<file path="src/rtl/cpu_types_pkg.sv">
// Shared types for the PC redirect path: next-PC select encoding and controller states.
package cpu_types_pkg;

    typedef enum logic [1:0] {
        PC_NEXT = 2'd0,
        PC_BR   = 2'd1,
        PC_JR   = 2'd2,
        PC_J    = 2'd3
    } pc_sel_t;

    typedef enum logic [1:0] {
        ST_RUN  = 2'd0,
        ST_PEND = 2'd1,
        ST_HALT = 2'd2
    } pcc_state_t;

    localparam int ADDR_W = 32;
    localparam int JTGT_W = 26;

    // Gates an operand onto its output only when it belongs to the active select.
    function automatic logic [ADDR_W-1:0] sel_operand(input pc_sel_t sel,
                                                      input pc_sel_t want,
                                                      input logic [ADDR_W-1:0] op);
        return (sel == want) ? op : '0;
    endfunction

endpackage

</file>
<file path="src/rtl/redirect_arb.sv">
// Combinational priority encoder for redirect requests: branch > jr > jump.
module redirect_arb
    import cpu_types_pkg::*;
(
    input  logic              i_br_req,
    input  logic [ADDR_W-1:0] i_br_off,
    input  logic              i_jr_req,
    input  logic [ADDR_W-1:0] i_jr_addr,
    input  logic              i_j_req,
    input  logic [JTGT_W-1:0] i_j_tgt,
    output logic              o_valid,
    output pc_sel_t           o_sel,
    output logic [ADDR_W-1:0] o_op,
    output logic [ADDR_W-1:0] o_ext32,
    output logic [ADDR_W-1:0] o_jr_a,
    output logic [JTGT_W-1:0] o_jump_a
);

    logic [ADDR_W-1:0] w_jump_ext;

    assign w_jump_ext = {{(ADDR_W-JTGT_W){1'b0}}, i_j_tgt};

    always_comb begin
        o_valid = 1'b0;
        o_sel   = PC_NEXT;
        o_op    = '0;
        if (i_br_req) begin
            o_valid = 1'b1;
            o_sel   = PC_BR;
            o_op    = i_br_off;
        end else if (i_jr_req) begin
            o_valid = 1'b1;
            o_sel   = PC_JR;
            o_op    = i_jr_addr;
        end else if (i_j_req) begin
            o_valid = 1'b1;
            o_sel   = PC_J;
            o_op    = w_jump_ext;
        end
    end

    logic [ADDR_W-1:0] w_jump_sel;

    assign o_ext32    = sel_operand(o_sel, PC_BR, o_op);
    assign o_jr_a     = sel_operand(o_sel, PC_JR, o_op);
    assign w_jump_sel = sel_operand(o_sel, PC_J, o_op);
    assign o_jump_a   = w_jump_sel[JTGT_W-1:0];

endmodule

</file>
<file path="src/rtl/pc_redirect_ctrl.sv">
// PC redirect sequencer: arbitrates redirects, holds them across I-cache misses,
// runs the halt sequence and counts accepted redirects.
//
//   state   | meaning
//   --------+-----------------------------------------------------------
//   ST_RUN  | normal fetch; winning request accepted on ihit, else latched
//   ST_PEND | redirect latched, waiting for ihit; new requests ignored
//   ST_HALT | core halted, pc_ihit masked; left only through reset
module pc_redirect_ctrl
    import cpu_types_pkg::*;
#(
    parameter int CNT_W = 32
) (
    input  logic              CLK,
    input  logic              nRST,
    input  logic              br_req,
    input  logic [31:0]       br_off,
    input  logic              jr_req,
    input  logic [31:0]       jr_addr,
    input  logic              j_req,
    input  logic [25:0]       j_tgt,
    input  logic              halt,
    input  logic              ihit,
    output logic [1:0]        pc_sel,
    output logic [31:0]       ext32,
    output logic [31:0]       jr_a,
    output logic [25:0]       jump_a,
    output logic              pc_ihit,
    output logic              flush,
    output logic              pend,
    output logic              halted,
    output logic [CNT_W-1:0]  redirect_cnt
);

    pcc_state_t        r_state;
    pc_sel_t           r_pend_sel;
    logic [ADDR_W-1:0] r_pend_op;
    logic              r_halt_pend;
    logic              r_pend;
    logic              r_halted;
    logic [CNT_W-1:0]  r_cnt;

    logic              w_arb_valid;
    pc_sel_t           w_arb_sel;
    logic [ADDR_W-1:0] w_arb_op;
    logic [ADDR_W-1:0] w_arb_ext32;
    logic [ADDR_W-1:0] w_arb_jr_a;
    logic [JTGT_W-1:0] w_arb_jump_a;
    logic [ADDR_W-1:0] w_pend_jump;
    logic              w_accept;

    redirect_arb u_arb (
        .i_br_req  (br_req),
        .i_br_off  (br_off),
        .i_jr_req  (jr_req),
        .i_jr_addr (jr_addr),
        .i_j_req   (j_req),
        .i_j_tgt   (j_tgt),
        .o_valid   (w_arb_valid),
        .o_sel     (w_arb_sel),
        .o_op      (w_arb_op),
        .o_ext32   (w_arb_ext32),
        .o_jr_a    (w_arb_jr_a),
        .o_jump_a  (w_arb_jump_a)
    );

    assign w_pend_jump = sel_operand(r_pend_sel, PC_J, r_pend_op);

    always_comb begin
        pc_sel   = PC_NEXT;
        ext32    = '0;
        jr_a     = '0;
        jump_a   = '0;
        w_accept = 1'b0;
        case (r_state)
            ST_RUN: begin
                pc_sel   = w_arb_sel;
                ext32    = w_arb_ext32;
                jr_a     = w_arb_jr_a;
                jump_a   = w_arb_jump_a;
                w_accept = w_arb_valid & ihit;
            end
            ST_PEND: begin
                pc_sel   = r_pend_sel;
                ext32    = sel_operand(r_pend_sel, PC_BR, r_pend_op);
                jr_a     = sel_operand(r_pend_sel, PC_JR, r_pend_op);
                jump_a   = w_pend_jump[JTGT_W-1:0];
                w_accept = ihit;
            end
            default: ;
        endcase
    end

    assign flush        = w_accept;
    assign pc_ihit      = ihit & (r_state != ST_HALT);
    assign pend         = r_pend;
    assign halted       = r_halted;
    assign redirect_cnt = r_cnt;

    always_ff @(posedge CLK or negedge nRST) begin
        if (!nRST) begin
            r_state     <= ST_RUN;
            r_pend_sel  <= PC_NEXT;
            r_pend_op   <= '0;
            r_halt_pend <= 1'b0;
            r_pend      <= 1'b0;
            r_halted    <= 1'b0;
            r_cnt       <= '0;
        end else begin
            case (r_state)
                ST_RUN: begin
                    if (w_arb_valid) begin
                        if (ihit) begin
                            r_cnt <= r_cnt + CNT_W'(1);
                            // A halt arriving with an accepted redirect retires right behind it.
                            if (halt) begin
                                r_state  <= ST_HALT;
                                r_halted <= 1'b1;
                            end
                        end else begin
                            r_pend_sel  <= w_arb_sel;
                            r_pend_op   <= w_arb_op;
                            r_halt_pend <= halt;
                            r_pend      <= 1'b1;
                            r_state     <= ST_PEND;
                        end
                    end else if (halt) begin
                        r_state  <= ST_HALT;
                        r_halted <= 1'b1;
                    end
                end
                ST_PEND: begin
                    if (ihit) begin
                        r_cnt       <= r_cnt + CNT_W'(1);
                        r_pend      <= 1'b0;
                        r_pend_sel  <= PC_NEXT;
                        r_pend_op   <= '0;
                        r_halt_pend <= 1'b0;
                        if (r_halt_pend || halt) begin
                            r_state  <= ST_HALT;
                            r_halted <= 1'b1;
                        end else begin
                            r_state <= ST_RUN;
                        end
                    end else if (halt) begin
                        r_halt_pend <= 1'b1;
                    end
                end
                default: ;
            endcase
        end
    end

endmodule

</file>
<file path="config.mk">
export PLATFORM = sky130hd
export DESIGN_NAME = pc_redirect_ctrl
export DESIGN_NICKNAME = d
export VERILOG_FILES = /design/src/rtl/cpu_types_pkg.sv /design/src/rtl/redirect_arb.sv /design/src/rtl/pc_redirect_ctrl.sv
export SDC_FILE = /design/constraint.sdc
export NUM_CORES = 1
export LEC_CHECK = 0
export CAP_MARGIN = 25
export CORE_AREA = 2 2 116 118
export DETAILED_ROUTE_END_ITERATION = 10
export DIE_AREA = 0 0 118 120
export GPL_TIMING_DRIVEN = 1
export MAX_ROUTING_LAYER = met4
export PLACE_DENSITY = 0.81
export SLEW_MARGIN = 5
export SYNTH_ARGS = -nofsm -noshare
export SYNTH_HDL_FRONTEND = slang
export SYNTH_HIERARCHICAL = 1
export SYNTH_SLANG_ARGS = --single-unit
</file>
<file path="constraint.sdc">
create_clock -name CLK -period 2.4 [get_ports CLK]
set_clock_uncertainty 0.05 [all_clocks]
set_input_delay 0.48 -clock CLK [delete_from_list [all_inputs] [get_ports CLK]]
set_output_delay 0.48 -clock CLK [all_outputs]
set_load 0.05 [all_outputs]
</file>
* Word level (Yosys, flattened, before mapping)
Cells that the tools add are included.
** Word-level totals
- Latch bits :: 0
- Register bits :: 71
- Input port bits :: 97
- Memories :: 0
- RAM bits :: 0
- Memory bits (read-only) :: 0
- Output and inout port bits :: 128
** Operators by class
- Reductions and logical operators :: 8
- $lt $le $gt $ge :: 0
- Multiply operators :: 0
- Div/mod/pow operators :: 0
- Equal/unequal tests :: 14
- Shift-type cells :: 0
- Bitwise logic cells :: 2
- Add/sub/neg operators :: 1
- Muxes and demuxes :: 52
** Operators with widths (number)
- $mux W32 :: 11
- $pmux W32 S2 :: 4
- $mux W26 :: 3
- $pmux W26 S2 :: 1
- $add A32 B1 Y32 const B :: 1
- $mux W2 :: 11
- $mux W1 :: 15
- $pmux W2 S2 :: 3
- $reduce_and A4 Y1 :: 3
- $ne A2 B2 Y1 const B :: 5
- $eq A2 B2 Y1 const B :: 4
- $pmux W1 S2 :: 4
- $eq A2 B1 Y1 const B :: 3
- $ne A3 B3 Y1 const B :: 2
- $reduce_and A2 Y1 :: 2
- $and A1 B1 Y1 :: 2
- $logic_not A2 Y1 :: 1
- $reduce_bool A2 Y1 :: 1
- $logic_or A1 B1 Y1 :: 1

* Longest topological paths before layout
- Word-level depth :: 6
- Depth in mapped cells :: 8
- Mapped depth without buffers :: 5

* Cells and area by module
The synthesis kept the hierarchy.
** By module, submodules not included
- pc_redirect_ctrl :: cells each 462, area each 4281.6 um^2, seq. area each 1776.7 um^2, instances 1
- redirect_arb :: cells each 233, area each 1433.9 um^2, seq. area each 0.0 um^2, instances 1

* Least setup slack after synthesis
OpenSTA, ideal clock, no wires.
- Path type :: register to output
- Start point :: reg r_state[0]
- End point :: out jr_a[24]
- Arrival :: 1957 ps
- Slack :: -87 ps
- Cell stages (with the launch flop) :: 6
- Path through :: dfrtp_1 -> buf_2 -> clkbuf_1 -> buf_1 -> nand4b_1 -> a21oi_1
** Between the ends
- Longest elaborated chain between the ends :: 2
- Elaborated cells on any way between the ends :: 3
** Ends and longest elaborated chain
- start: declaration :: line pc_redirect_ctrl.sv:35 : pcc_state_t r_state;
- start signal: assignment :: line pc_redirect_ctrl.sv:102 : r_state <= ST_RUN;
- start signal: assignment :: line pc_redirect_ctrl.sv:117 : r_state <= ST_HALT;
- start signal: assignment :: line pc_redirect_ctrl.sv:125 : r_state <= ST_PEND;
- $eq A2 B1 Y1 or $logic_not A2 Y1 (tied branches) :: line pc_redirect_ctrl.sv:75 : case (r_state)
- $pmux W32 S2 * :: line pc_redirect_ctrl.sv:75
- end: declaration :: line pc_redirect_ctrl.sv:26 : output logic [31:0] jr_a,
Every way passes the cells marked *; elsewhere a longest branch is shown, timed or not.

* Worst setup path in the final report
- Start point :: reg r_pend_sel[0]
- End point :: out jr_a[3]
** Between the ends
- Longest elaborated chain between the ends :: 3
** Ends and longest elaborated chain
- start: declaration :: line pc_redirect_ctrl.sv:36 : pc_sel_t r_pend_sel;
- start signal: assignment :: line pc_redirect_ctrl.sv:121 : r_pend_sel <= w_arb_sel;
- $eq A2 B2 Y1 :: line cpu_types_pkg.sv:24 : return (sel == want) ? op : '0;
- $mux W32 :: line cpu_types_pkg.sv:24
- $pmux W32 S2 :: line pc_redirect_ctrl.sv:75
Every way passes these cells.

==> results.json <==
{
  "dr.pass1.iters": 5,
  "final_cell_mix": "clkdlybuf4s50_1 (126), buf_12 (102), a21oi_1 (96)",
  "critPathLaunch": "r_pend_sel[0]$_DFFE_PN0P_",
  "track_usage_pct": 33.00,
  "crit_type": "reg2out",
  "wl_per_cell_um": 21.28,
  "critPathCapture": "jr_a[3]",
  "fp.dieW_um": 118,
  "cts_buffers": 9,
  "worstMarginPinSlew_ns": 0.7002,
  "clockBufferDepth": 2,
  "cp_max_fo": 17,
  "fin_crit_sh_pct": 98.43,
  "vdd_drop_max_uv": 339.8,
  "power_mw": 3.304,
  "multi_input_area_um2": 3771,
  "grt_pass1_vias": 6408,
  "endpoint_kind": "primary output",
  "setup_viol": 0,
  "antenna_found_initial": 1,
  "core_um2": 12980,
  "worst_slack_ns": 0.03772,
  "finalWirelength_mm": 23.30,
  "finalHoldViolCount": 0,
  "grt_max_degree": 71,
  "layout_commonest_cell": "clkdlybuf4s50_1",
  "boundaryPins": 225,
  "dp_hpwl_mm": 16.46,
  "regToRegStartpoint": "r_state[1]$_DFFE_PN0P_",
  "overflow": 0,
  "rows": 42,
  "synth_area_um2": 5715,
  "setup_tns_ns": 0,
  "hold_ws_ns": 0.1386,
  "p_leak_nw": 4.027,
  "final_cells": 1095,
  "ys_types": 47,
  "die_y_um": 120,
  "worstHoldPathType": "in2async",
  "p_per_area_nw_per_um2": 338.5,
  "nets": 1011,
  "r2r_setup_slack_ns": 0.24,
  "port_buffers": 224,
  "grt_pass1_wl_mm": 35.82,
  "ys_ff_latch": 71,
  "outcome": "finished clean",
  "drive_gt1_share_pct": 24.62,
  "ys_warn_count": 6,
  "r2r_cells": 7,
  "clockRootBuffer": "clkbuf_16",
  "reg2reg_to": "redirect_cnt[28]$_DFFE_PN0P_",
  "clkSlewWorstSetupHoldPaths_ns": 0.06,
  "clock-sinks": 71,
  "fmax_mhz": 423.3,
  "maxCapViolCount": 0,
  "gp_congestion": 0.9723,
  "start_util_pct": 44.03,
  "register_area_um2": 1782,
  "num_vias": 6508,
  "cp.arrival_ns": 1.83,
  "cts_hold_buffers": 0,
  "netlist_instances": 695,
  "slew-limit-headroom_pct": 53.32,
  "clock_latency_ns": 0.33,
  "slew_violations": 0,
  "synth_nets": 793,
  "pre_cts_slack_ns": -0.1382,
  "seq_area_frac_synth_pct": 31.09,
  "cts_tree": "built",
  "period_needed_ns": 2.362,
  "required_ns": 1.87,
  "postSynth.asyncResetShare_pct": 100.0,
  "place_inst": 1072,
  "start_kind": "register",
  "synth_flop_cell": "dfrtp_1",
  "avgSynthCellArea_um2": 8.224,
  "antenna_left": 0,
  "drc": 0,
  "n_fill_cell": 915,
  "rsz0062_at_grt": "yes",
  "cts_max_level": 3,
  "synth_edf_count": 0,
  "via_per_inst": 5.943,
  "die_area_um2": 14160,
  "area_growth_pct": 70.75,
  "initialDrtViolationCount": 608
}
==> routing by layer <==
| metal | track usage [%] | wire, µm |
|---|---|---|
| met5 | - | 0 |
| met4 | 11.97 | 739 |
| met3 | 7.510 | 2279 |
| met2 | 53.60 | 11310 |
| met1 | 40.47 | 8970 |
==> layout make-up <==
type | count | area share (%)
multi-input cells | 557 | 38.64
diodes | 1 | 0.02564
clock inverters | 5 | 0.5897
inverters | 4 | 0.1795
flip-flops and latches | 71 | 18.26
clock buffers | 11 | 2.487
repair buffers | 270 | 37.56
well taps | 176 | 2.256
==> stage by stage <==
stage	cell area (µm²)	util [%]
floorplan	5804	-
finish	9759	75.19
global placement	9291	71.58
global route	9759	75.19
CTS	9647	74.32
detailed placement	9291	71.58
==> Yosys cell counts, types with 2 or more instances <==
cell type	number	area share (%)
or3_1	3	0.33
nor2b_1	68	7.4
and3b_1	2	0.31
xnor2_1	7	1.1
xor2_1	24	3.7
inv_1	3	0.20
mux2i_1	2	0.35
nor2_1	56	3.7
nor3b_1	2	0.26
and4_1	4	0.61
buf_4	5	0.66
buf_1	2	0.13
nor4_1	8	0.88
nand3b_1	26	3.4
and3_1	3	0.33
nor4_2	6	1.3
a22o_1	79	12
buf_2	15	1.3
nand2b_1	4	0.44
nand4b_1	2	0.31
nand2_1	21	1.4
nand4_1	8	0.88
and2_1	90	9.9
buf_6	7	1.4
a21o_1	9	1.2
nand3_1	9	0.79
dfrtp_1	71	31
nor3_1	9	0.79
clkbuf_1	34	2.2
a21oi_1	99	8.7
==> sequential cells by signal (all words and copies together), names as in the netlist <==
signal / flops
halted: 1
r_halt_pend: 1
redirect_cnt: 32
r_pend_op: 32
r_state: 2
r_pend_sel: 2
pend: 1
==> power by group <==
group	internal (mW)	leakage (nW)	switching [mW]
registers	1.25	0.925	0.0727
logic	0.328	2.96	0.286
clock network	0.832	0.138	0.538
==> critical path: stages, from the launching register on <==
cell and delay [ns]:
dfrtp_2 0.48, and3b_1 0.24, buf_4 0.27, a21oi_1 0.13, nor2_1 0.21, buf_12 0.17
==> cell families after synthesis <==
kind of cell               after synthesis  share of synthesized area, %
adders and majority gates                1                        0.2189
muxes                                    3                        0.5473
xor gates and xnor gates                31                         4.750
DFF                                     71                         31.09
and+or+nand+nor                        329                         34.68
AOI/OAI and AO/OA                      193                         22.75
buffers and inverters                   67                         5.976
==> timing repair <==
action | in CTS | in global routing
hold endpoints to repair | 0 | 0
resized for setup | 8 | 23
cloned | 1 | 1
setup endpoints to repair | 39 | 63
setup buffers | 3 | 1
pin swaps | 1 | 3
==> worst min-delay path by stage <==
stage / startpoint / endpoint
final: nRST / redirect_cnt[21]$_DFFE_PN0P_
after global routing: nRST / redirect_cnt[21]$_DFFE_PN0P_
after CTS: nRST / redirect_cnt[21]$_DFFE_PN0P_
after detailed placement: halted$_DFFE_PN0P_ / halted$_DFFE_PN0P_
after global placement: redirect_cnt[31]$_DFFE_PN0P_ / redirect_cnt[31]$_DFFE_PN0P_
after floorplan: nRST / halted$_DFFE_PN0P_
No activity file was read; power rests on OpenSTA's default activity.
